--- config.mk ---
export PLATFORM = sky130hd
export DESIGN_NAME = aes_shift_rows_stream_flat
export DESIGN_NICKNAME = d
export VERILOG_FILES = /design/src/rtl/aes_shift_rows_stream.sv /design/src/rtl/aes_shift_rows_stream_if.sv /design/src/flat_wrapper.sv
export SDC_FILE = /design/constraint.sdc
export NUM_CORES = 1
export LEC_CHECK = 0
export ABC_AREA = 1
export CAP_MARGIN = 20
export CORE_AREA = 3 3 103 105
export CTS_CLUSTER_SIZE = 30
export DETAILED_ROUTE_END_ITERATION = 10
export DIE_AREA = 0 0 106 108
export PLACE_DENSITY_LB_ADDON = 0.2
export SLEW_MARGIN = 20
export SYNTH_ARGS = -nofsm -noshare
export SYNTH_HDL_FRONTEND = slang
export SYNTH_SLANG_ARGS = --single-unit
--- constraint.sdc ---
create_clock -name clk -period 6.38 [get_ports clk]
set_input_delay 0.957 -clock clk [delete_from_list [all_inputs] [get_ports clk]]
set_output_delay 0.957 -clock clk [all_outputs]
set_load 0.02 [all_outputs]
--- src/rtl/aes_shift_rows_stream.sv ---
// Byte-serial ShiftRows/InvShiftRows for NB = 4/6/8 column Rijndael states.
// Latency: first output byte the cycle after the last input byte; 2N cycles per block unstalled.
// Backpressure: single buffer, input stalls for the whole drain; output held stable while !out_ready_i.
package aes_shift_rows_pkg;
    typedef enum logic {
        ENCRYPT = 1'b0,
        DECRYPT = 1'b1
    } mode_t;
endpackage

module aes_shift_rows_stream
    import aes_shift_rows_pkg::*;
#(
    parameter int NB = 4
) (
    input  logic                    clk,
    input  logic                    rst_n,
    input  mode_t                   mode_i,
    input  logic                    flush_i,
    aes_shift_rows_stream_if.slave  bus
);
    localparam int N    = 4 * NB;
    localparam int CW   = $clog2(N);
    localparam int COLW = CW - 2;

    generate
        if (!(NB == 4 || NB == 6 || NB == 8)) begin : g_bad_nb
            $error("aes_shift_rows_stream: NB must be 4, 6 or 8");
        end
    endgenerate

    typedef enum logic {
        LOAD  = 1'b0,
        DRAIN = 1'b1
    } state_t;

    state_t        state_q;
    logic [CW-1:0] cnt_q;
    mode_t         mode_q;
    logic          in_rdy_q;
    logic          out_vld_q;
    logic [7:0]    mem_q [N];

    logic          in_hs;
    logic          cnt_last;

    assign in_hs    = bus.in_valid_i & in_rdy_q;
    assign cnt_last = (cnt_q == CW'(N - 1));

    always_ff @(posedge clk or negedge rst_n) begin
        if (!rst_n) begin
            state_q   <= LOAD;
            cnt_q     <= '0;
            mode_q    <= ENCRYPT;
            in_rdy_q  <= 1'b1;
            out_vld_q <= 1'b0;
        end else if (flush_i) begin
            state_q   <= LOAD;
            cnt_q     <= '0;
            in_rdy_q  <= 1'b1;
            out_vld_q <= 1'b0;
        end else begin
            case (state_q)
                LOAD: begin
                    if (in_hs) begin
                        if (cnt_q == '0) begin
                            mode_q <= mode_i;
                        end
                        if (cnt_last) begin
                            state_q   <= DRAIN;
                            cnt_q     <= '0;
                            in_rdy_q  <= 1'b0;
                            out_vld_q <= 1'b1;
                        end else begin
                            cnt_q <= cnt_q + 1'b1;
                        end
                    end
                end
                DRAIN: begin
                    if (bus.out_ready_i) begin
                        if (cnt_last) begin
                            state_q   <= LOAD;
                            cnt_q     <= '0;
                            in_rdy_q  <= 1'b1;
                            out_vld_q <= 1'b0;
                        end else begin
                            cnt_q <= cnt_q + 1'b1;
                        end
                    end
                end
                default: begin
                    state_q   <= LOAD;
                    cnt_q     <= '0;
                    in_rdy_q  <= 1'b1;
                    out_vld_q <= 1'b0;
                end
            endcase
        end
    end

    // State buffer carries no reset; its contents are only observed in DRAIN.
    always_ff @(posedge clk) begin
        if (in_hs && !flush_i) begin
            mem_q[cnt_q] <= bus.in_data_i;
        end
    end

    logic [1:0]    row;
    logic [3:0]    col;
    logic [3:0]    shift;
    logic [3:0]    scol_raw;
    logic [3:0]    scol;
    logic [CW-1:0] src;

    // Source column wraps with a single conditional subtract so NB = 6 wraps correctly.
    always_comb begin
        row   = cnt_q[1:0];
        col   = 4'(cnt_q[CW-1:2]);
        shift = 4'd0;
        case (row)
            2'd0: shift = 4'd0;
            2'd1: shift = 4'd1;
            2'd2: shift = (NB == 8) ? 4'd3 : 4'd2;
            2'd3: shift = (NB == 8) ? 4'd4 : 4'd3;
            default: shift = 4'd0;
        endcase
        if (mode_q == ENCRYPT) begin
            scol_raw = col + shift;
        end else begin
            scol_raw = col + 4'(NB) - shift;
        end
        scol = (scol_raw >= 4'(NB)) ? (scol_raw - 4'(NB)) : scol_raw;
        src  = {scol[COLW-1:0], row};
    end

    assign bus.in_ready_o  = in_rdy_q;
    assign bus.out_valid_o = out_vld_q;
    assign bus.out_last_o  = out_vld_q & cnt_last;
    assign bus.out_data_o  = out_vld_q ? mem_q[src] : 8'h00;

endmodule
--- src/rtl/aes_shift_rows_stream_if.sv ---
// Byte-stream handshake bundle for the ShiftRows engine: input byte channel and
// output byte channel with last-byte marker. slave = engine side, master = producer/consumer side.
interface aes_shift_rows_stream_if;
    logic       in_valid_i;
    logic       in_ready_o;
    logic [7:0] in_data_i;
    logic       out_valid_o;
    logic       out_ready_i;
    logic [7:0] out_data_o;
    logic       out_last_o;

    modport slave (
        input  in_valid_i,
        input  in_data_i,
        input  out_ready_i,
        output in_ready_o,
        output out_valid_o,
        output out_data_o,
        output out_last_o
    );

    modport master (
        output in_valid_i,
        output in_data_i,
        output out_ready_i,
        input  in_ready_o,
        input  out_valid_o,
        input  out_data_o,
        input  out_last_o
    );
endinterface

--- src/flat_wrapper.sv ---
// flat-port wrapper written by rule: the top's interface ports become plain ports
module aes_shift_rows_stream_flat import aes_shift_rows_pkg::*;
#(
    parameter int NB = 4
)
  (clk, rst_n, mode_i, flush_i, bus_in_valid_i, bus_in_data_i, bus_out_ready_i, bus_in_ready_o, bus_out_valid_o, bus_out_data_o, bus_out_last_o);
  aes_shift_rows_stream_if bus_i ();
  input  logic clk;
  input  logic rst_n;
  input  mode_t mode_i;
  input  logic flush_i;
  input wire logic [$bits(bus_i.in_valid_i)-1:0] bus_in_valid_i;
  input wire logic [$bits(bus_i.in_data_i)-1:0] bus_in_data_i;
  input wire logic [$bits(bus_i.out_ready_i)-1:0] bus_out_ready_i;
  output wire logic [$bits(bus_i.in_ready_o)-1:0] bus_in_ready_o;
  output wire logic [$bits(bus_i.out_valid_o)-1:0] bus_out_valid_o;
  output wire logic [$bits(bus_i.out_data_o)-1:0] bus_out_data_o;
  output wire logic [$bits(bus_i.out_last_o)-1:0] bus_out_last_o;
  assign bus_i.in_valid_i = bus_in_valid_i;
  assign bus_i.in_data_i = bus_in_data_i;
  assign bus_i.out_ready_i = bus_out_ready_i;
  assign bus_in_ready_o = bus_i.in_ready_o;
  assign bus_out_valid_o = bus_i.out_valid_o;
  assign bus_out_data_o = bus_i.out_data_o;
  assign bus_out_last_o = bus_i.out_last_o;
  aes_shift_rows_stream #(.NB(NB)) u_core (.clk(clk), .rst_n(rst_n), .mode_i(mode_i), .flush_i(flush_i), .bus(bus_i));
endmodule
After elaboration in Yosys (flattened, before gate mapping):

Memories as Yosys holds them, arrays and structs flattened.
Cells that the tools add are included.

* bits in registers: 8
* memory bits (writable): 128
* bits of input ports: 14
* output and inout port bits: 11
* word-level logic and storage cells: 58
* memories kept: 1

* $add $sub $neg: 5
* order comparisons: 1
* eq/ne operators: 8
* mux-type cells: 27
* bitwise operators: 4
* reduce and logical (&&, ||, !) cells: 7

Memory list
* u_core.mem_q: words 16, width 8, read ports 1, clocked after memory_dff 0, write ports 1, line aes_shift_rows_stream.sv:42 `logic [7:0] mem_q [N];`

Operator list (count)
* 2-to-1 mux 4 bit: 5
* case mux 4 bit (4 select lines): 1
* 2-to-1 mux 1 bit: 15
* 2-to-1 mux 8 bit: 1
* case mux 4 bit (2 select lines): 1
* AND reduction 4 bit: 2
* inequality test 3 x 2 -> 1 bit, second input constant: 2
* inequality test 3 bit, second input constant: 2
* case mux 1 bit (2 select lines): 3
* adder 2 x 3 -> 4 bit, second input constant: 1
* adder 2 x 4 -> 4 bit: 1
* adder 4 x 1 -> 4 bit, second input constant: 1
* equality test 2 bit, second input constant: 2
* equality test 4 bit, second input constant: 1
* greater-or-equal comparator 4 x 3 -> 1 bit, second input constant: 1
* logical NOT 4 bit: 1
* subtractor 4 bit: 1
* bitwise AND 1 bit: 2
* equality test 2 x 1 -> 1 bit, second input constant: 1
* logical NOT 2 bit: 1
* 2-to-1 mux 2 bit: 1
* NOT 1 bit: 2
* AND reduction 2 bit: 1
* subtractor 2 x 1 -> 2 bit, second input constant: 1
* 2 further kinds: 2

Logic depth before layout (Yosys ltp):

An unclocked memory read counts as a cell.

* depth in word-level cells: 8
* mapped depth: 16
* mapped depth without buffers: 13

Worst setup path after synthesis:

No wires, ideal clock.

* path type: register to output
* start point: register u_core.cnt_q[1]
* end point: output bus_out_data_o[5]
* arrival time: 2.380 ns
* data required time: 5.423 ns
* setup slack: 3.043 ns
* stages on the path, launching flop included: 15
* buffers on the path: 4
* cells stage by stage: dfrtp_1 > buf_2 > inv_2 > buf_4 > ha_1 > or2_2 > ha_1 > buf_2 > inv_1 > buf_2 > nand2_1 > nand2_1 > nand2_1 > nand2_1 > nor2_1

* word-level cells in the longest chain between the ends: 8
* elaborated cells on any way between the ends: 13
* those cells by class: 3 x add/sub; 1 x order compare; 3 x eq/ne; 4 x mux; 1 x reduce/logical; 1 x memory

RTL lines
* start: declaration: line aes_shift_rows_stream.sv:38 `logic [CW-1:0] cnt_q;`
* start signal: assignment: line aes_shift_rows_stream.sv:75 `cnt_q <= cnt_q + 1'b1;`
* start signal: assignment: line aes_shift_rows_stream.sv:87 `cnt_q <= cnt_q + 1'b1;`
* equality test 2 bit (tied with other cells): line aes_shift_rows_stream.sv:120 `case (row)`
* case mux 4 bit (4 select lines): line aes_shift_rows_stream.sv:120
* adder 2 x 4 -> 4 bit / subtractor 4 bit (equally long branches): line aes_shift_rows_stream.sv:128, aes_shift_rows_stream.sv:130
* 2-to-1 mux 4 bit: line aes_shift_rows_stream.sv:127 `if (mode_q == ENCRYPT) begin`
* greater-or-equal comparator 4 x 3 -> 1 bit / subtractor 2 x 1 -> 2 bit (equally long branches): line aes_shift_rows_stream.sv:132 `scol = (scol_raw >= 4'(NB)) ? (scol_raw - 4'(NB)) : scol_raw;`
* 2-to-1 mux 2 bit: line aes_shift_rows_stream.sv:132
* memory (16 x 8 bit) (*)
* 2-to-1 mux 8 bit (*): line aes_shift_rows_stream.sv:139 `assign bus.out_data_o = out_vld_q ? mem_q[src] : 8'h00;`
* end: declaration: line flat_wrapper.sv:17 `output wire logic [$bits(bus_i.out_data_o)-1:0] bus_out_data_o;`

Mark *: on every way between the ends. The rest lies on a longest branch, timed or not. The select of a mux whose other input is x is not followed.

Final worst setup path:

Same ends and word-level chain as after synthesis.

==> out/results.md <==
| Metric | This run | Unit |
|:---|:---|:---|
| Total Die Area | 0.0114 | mm^2 |
| CTS H-tree lvls | 4 | - |
| Overall power | 2.55 | mW |
| Remaining routing DRC violations | 0 | - |
| Routed len/inst | 18.1 | um |
| Clock latency of the later-clocked register in the worst-skew pair | 530 | ps |
| First-pass GRT wire length | 20900 | um |
| Maximum root-to-sink buffer count | 2 | - |
| Worst-margin pin slew | 851 | ps |
| Setup repair after global routing missed its margin | no | - |
| Maximum clock rate | 191 | MHz |
| Vias per cell | 5.59 | - |
| Type of the setup path with the least slack | reg2out | - |
| Maximum number of pins on one net before global-route repair | 39 | - |
| Clock tree skew after final layout | 11.3 | ps |
| Effective utilization at floorplan | 61.6 | % |
| Pwr/cell area | 372 | mW/mm^2 |
| Via count of the first global-routing pass | 3902 | - |
| Worst slack at placement | 1750 | ps |
| Cell family with most CP delay | buffers and inverters | - |
| Total wire length after detailed routing | 13300 | um |
| Number of gates given a new drive strength after cts | 0 | - |
| CTS Buf Count | 17 | - |
| Clock tree from TritonCTS | yes | - |
| Antenna violations before repair | 0 | - |
| Smallest setup slack after layout | 1140 | ps |
| Slowest stage delay, CP | 700 | ps |
| Post-route insts no fill | 735 | - |
| Run status | finished clean | - |
| Hold Slack | 553 | ps |
| Most common cell type on the critical path | sky130_fd_sc_hd__nand2_1 | - |
| Number of port buffers | 24 | - |
| Data arrival time of the worst path | 4280 | ps |
| Final count of hold timing violations | 0 | - |
| Post-DP HPWL | 8210 | um |
| Placed instance count | 703 | - |
| Buffering stage count on the worst path with inverters included | 3 | - |
| Lkg Pwr | 2.72 | nW |
| Kind of end point of the critical path | output pin | - |
| Cell-by-cell trace of the critical path | inv_2, ha_1, or2_2, ha_1, inv_1, nand2_1, nand2_1, nand2_1, nand2_1, nor2_1, clkdlybuf4s50_1 | - |
| Fin. max-slew vios | 0 | - |
| Area of the core region | 0.00973 | mm^2 |
| Final net count | 611 | - |
| Slew HR | 43.1 | % |
| Synthesized instance count | 568 | - |
| Antenna Violating Nets Remaining | 0 | - |
| Standard-cell row count | 36 | - |
| Leading cell type in the layout, fill and taps excluded | sky130_fd_sc_hd__nand2_1 | - |
| Clock Sink Count | 136 | - |
| Share of the clock period used by the worst path after layout | 82.1 | % |
| Highest ir drop seen on vdd | 0.229 | mV |
| Detailed Route Iter0 Violations | 424 | - |
| Cell variety after synth | 21 | - |
| Height of the chip | 108 | um |
| Cell chosen for the clock root | sky130_fd_sc_hd__clkbuf_8 | - |
| Mean cell area of the mapped netlist | 10.6 | um^2 |
| GRT overflow | 0 | - |
| Syn Nets | 590 | - |
| Overall fraction of global-route tracks in use | 25.0 | % |
| Detailed Routing Iterations Pass 1 | 5 | - |
| Reg clk slew, reported paths | 60 | ps |
| # setup viols final | 0 | - |
| Proportion of layout cells with a drive suffix above 1 | 8.64 | % |
| Final standard cell area without fillers | 0.00685 | mm^2 |
| Setup crit start kind | register | - |
| Chip Width | 106 | um |
| Sequential cell area fraction in the yosys report | 67.5 | % |
| Required @ worst endpoint | 5420 | ps |
| Post-synthesis register bit count | 136 | - |
| Layout Utilization | 70.4 | % |
| Worst-path maximum fanout | 37 | - |
| Post-placement cell area | 0.00622 | mm^2 |
| Top Ports | 25 | - |
| Hold Crit Class | reg2reg | - |
| Slowest-stage cell, CP | sky130_fd_sc_hd__dfrtp_1 | - |
| Leading cell types in the layout, fill and taps excluded | sky130_fd_sc_hd__nand2_1 (245), sky130_fd_sc_hd__edfxtp_1 (128), sky130_fd_sc_hd__nand3_1 (70) | - |
| Min Tclk post-route | 5240 | ps |
| YS warnings | 0 | - |
| Max Cap Violations | 0 | - |
| Hold_buf cts | 0 | - |
| Number of buffers added for setup after CTS | 0 | - |
| RePlAce Congestion | 0.943 | - |
| Area growth from synthesis to layout | 14.3 | % |
| Antenna fix cells | 0 | - |
| Post-Route Setup TNS | 0 | ps |
| Vias post-DR | 4109 | - |
| Cell area after synthesis | 0.00600 | mm^2 |
==> power breakdown <==
part | internal (mW) | switching [mW] | leakage [nW]
combinational | 0.158 | 0.331 | 1.16
sequential | 0.995 | 0.0284 | 1.25
clock | 0.645 | 0.389 | 0.299
total | 1.80 | 0.749 | 2.72
==> layout make-up <==
class	count	area, um^2
sequential	136	4050
multi-input combinational	378	1640
clock buffer	17	414
timing repair buffer	28	270
fill	697	2880
inverter	28	105
clock inverter	15	215
tap	133	166
==> worst reg2reg max path: cells and delay by family, from the launching register on <==
family | cells | cell delay (ps)
AND/OR/NAND/NOR | 2 | 920
flip-flops | 1 | 780
buffers and inverters | 1 | 450
adder cells (fa/ha/maj) | 1 | 260
==> flip-flops by register name (all words and copies together) (netlist names) <==
signal / cells
u_core.state_q: 1
u_core.cnt_q: 4
u_core.bus.in_ready_o: 1
u_core.mode_q: 1
u_core.mem_q: 128
u_core.bus.out_valid_o: 1
==> path summary, 6_finish.rpt <==
path,end,from,cells after the start,slack [ps]
min in group asynchronous,u_core.bus.out_valid_o,rst_n,1,720
worst min-delay path,u_core.bus.in_ready_o,u_core.bus.in_ready_o,1,550
worst max register to register,u_core.mem_q[15][5],u_core.cnt_q[0],4,3570
worst max-delay path,bus_out_data_o[5],u_core.cnt_q[1],11,1140
max in group asynchronous,u_core.bus.in_ready_o,rst_n,1,5340
worst min register to register,u_core.bus.in_ready_o,u_core.bus.in_ready_o,1,550
==> metal layers <==
metal | routed length (um) | vias to the layer above | track usage [%]
li1 | - | 1928 | -
met1 | 5400 | 1915 | 34.2
met2 | 6330 | 237 | 37.6
met3 | 1280 | 29 | 6.45
met4 | 327 | 0 | 12.6
met5 | 0 | - | 0
==> cell families after synthesis <==
logic type / count (synthesis) / synth area share, %
and+or+nand+nor: 361 / 24.7
AOI/OAI and AO/OA: 9 / 0.793
adders and majority gates: 8 / 1.67
DFF: 136 / 67.5
buffers and inverters: 54 / 5.40
==> Yosys cell counts, drive strengths merged <==
| cell type | number | share of area, % |
|---|---|---|
| o21a | 1 | 0.13 |
| nand3 | 71 | 6.0 |
| nand2 | 246 | 15 |
| ha | 8 | 1.7 |
| buf | 26 | 3.7 |
| nor2 | 37 | 2.6 |
| o21ai | 5 | 0.42 |
| dfrtp | 7 | 2.9 |
| dfstp | 1 | 0.44 |
| edfxtp | 128 | 64 |
| or2 | 1 | 0.10 |
| inv | 28 | 1.8 |
| nor3 | 6 | 0.50 |
| a21oi | 3 | 0.25 |
No activity file was read; power rests on OpenSTA's default activity.
==> RTL edit (same flow settings) <==
Reset style: synchronous (`rst_n`), changed in one clocked block.
--- a/src/rtl/aes_shift_rows_stream.sv
+++ b/src/rtl/aes_shift_rows_stream.sv
@@ -47,7 +47,7 @@
     assign in_hs    = bus.in_valid_i & in_rdy_q;
     assign cnt_last = (cnt_q == CW'(N - 1));
 
-    always_ff @(posedge clk or negedge rst_n) begin
+    always_ff @(posedge clk) begin
         if (!rst_n) begin
             state_q   <= LOAD;
             cnt_q     <= '0;
Formal check against the unedited RTL: no difference found for any inputs over 10 cycles, from zero or initial values and one cycle with rst_n low; that may be too few to reach the edited logic, so the function may still have changed.
==> RTL edit against the unedited design <==
- synthesized cell count down 1.2%
- design area down 2.9%
- setup slack better by 780 ps
- sequential cell count unchanged
- non-clock buffer count unchanged
- wire length down 8.5%
- count of clock-buffer cells in the layout up 3
- area after synthesis down 1.5%
- critical endpoint is now bus_out_data_o[7]
Power is not compared: it rests on default switching activity, and its combinational part moved more than twofold at a synthesized area within 25%.
==> RTL edit: results (changes against the unedited design) <==
Max stage delay cell, worst path: clkdlybuf4s50_1
Reg-to-reg slack, setup: 3370 ps (-200 ps)
Nets: 603 (-1.3%)
Hold_sp: u_core.bus.in_ready_o
CTS max path bufs: 2 (unchanged)
Cells on Worst Hold Path: 2 (+1)
Post-synth ARST share: 0% (-5.9 points)
Place WS: 2500 ps (+749 ps)
Drt total wl: 12.2 mm (-8.5%)
Launching point of the worst reg2reg path: u_core.cnt_q[0]
Slew @ Worst Pin: 843 ps (-7.44 ps)
Worst reg2reg path depth: 6 (+2)
Peak supply drop: 0.000191 V
Worst Skew: 6.32 ps (-5.00 ps)
GP Congestion: 0.874 (-7.3%)
# diodes: 0 (unchanged)
Post-synth EDFFs: 128 (unchanged)
Arr. time, crit path: 3500 ps (-780 ps)
Biggest regs: u_core.mem_q (128), u_core.cnt_q (4)
DP Wirelength: 7.50 mm (-8.6%)
Num CTS Buffers: 17 (unchanged)
Hold Path End: u_core.bus.in_ready_o
PostCTS Resize Cnt: 0 (unchanged)
Vias in the first global route: 4,009 (+2.7%)
Synth area leaders: edfxtp_1, nand2_1, nand3_1, dfxtp_1, nor2_1
Top cells by count, synth: nand2_1, edfxtp_1, nand3_1
Largest net degree at the start of global routing: 69 (+77%)
Clk Latency, worst-skew pair: 520 ps
CTS H-tree lvls: 4 (unchanged)
Min-Delay Path Class: flip-flop to flip-flop
Reg-to-reg endpoint: u_core.mem_q[8][3]
Synth warn: 0 (unchanged)
Hold Worst Slack: 568 ps (+15.3 ps)
Initial DRC Count: 360 (-15%)
CP max stage delay: 640 ps (-60 ps)
Dpl cell area: 0.00614 sq mm (-1.3%)
Register area share after synthesis: 67.8% (+0.30 points)
Synth cell types: 22 (+4.8%)
Die width: 106 microns (unchanged)
Run status: finished clean
Syn Inst Count: 561 (-1.2%)
Total leakage power: 0.00255 uW
Clock root cell: clkbuf_8
DRT Pass-1 Iters: 5 (unchanged)
Layout cells sized above 1: 6.58% (-2.1 points)
Fin. max-slew vios: 0 (unchanged)
CP Launch Type: flip-flop
Vias: 3,921 (-4.6%)
WL/cell: 16.8 microns (-7.4%)
Tot GR Track Use: 23.4% (-1.6 points)
IO Port Bufs: 24 (unchanged)
Critical-path maximum fanout: 68 (+84%)
Placed insts: 696 (-1.0%)
Syn Nets: 582 (-1.4%)
First-pass GRT wire length: 20.0 mm (-4.3%)
==> RTL edit: cell count changes after synthesis, moves of 2 or more <==
cell,before,now
o211ai_1,0,2
inv_1,25,20
dfrtp_1,7,0
nor3_1,6,4
nor2_2,7,0
nor2_1,30,38
nand3_1,70,66
nor3_2,0,2
dfxtp_1,0,8
==> RTL edit: worst max-delay path by stage <==
stage / end / slack (ps) / cells after the start
floorplan: bus_out_data_o[0] / 3630 / 12
global placement: bus_out_data_o[5] / 2520 / 11
detailed placement: bus_out_data_o[7] / 2500 / 11
CTS: bus_out_data_o[7] / 1910 / 11
global route: bus_out_data_o[7] / 1640 / 12
finish: bus_out_data_o[7] / 1920 / 12
==> RTL edit: logic make-up after synthesis <==
logic type | share of synthesized area, %
AND/OR/NAND/NOR | 24.6
AO/OA/AOI/OAI | 0.995
XOR/XNOR | 0.148
buffers and inverters | 5.04
adder cells (fa/ha/maj) | 1.48
flip-flops | 67.8
==> RTL edit: final cells by class <==
cell class,count,area [sq um]
Clock buffer,20,425
Clock inverter,10,82.6
Fill cell,726,3080
Inverter,23,86.3
Multi-Input combinational cell,376,1620
Sequential cell,136,4010
Tap cell,133,166
Timing Repair Buffer,28,270
==> RTL edit: power by group <==
group	switching, uW	leakage (uW)	total, uW	internal, uW
Sequential	1.75	0.00122	983	981
Combinational	73.3	0.00109	105	31.7
Clock	338	0.000237	843	506
==> RTL edit: per-layer routing <==
layer | vias to the layer above | GRT usage (%) | wire [microns]
li1 | 1915 | - | -
met4 | 0 | 10.3 | 193
met3 | 16 | 5.79 | 867
met2 | 164 | 39.3 | 6010
met1 | 1826 | 29.1 | 5120
met5 | - | 0 | 0
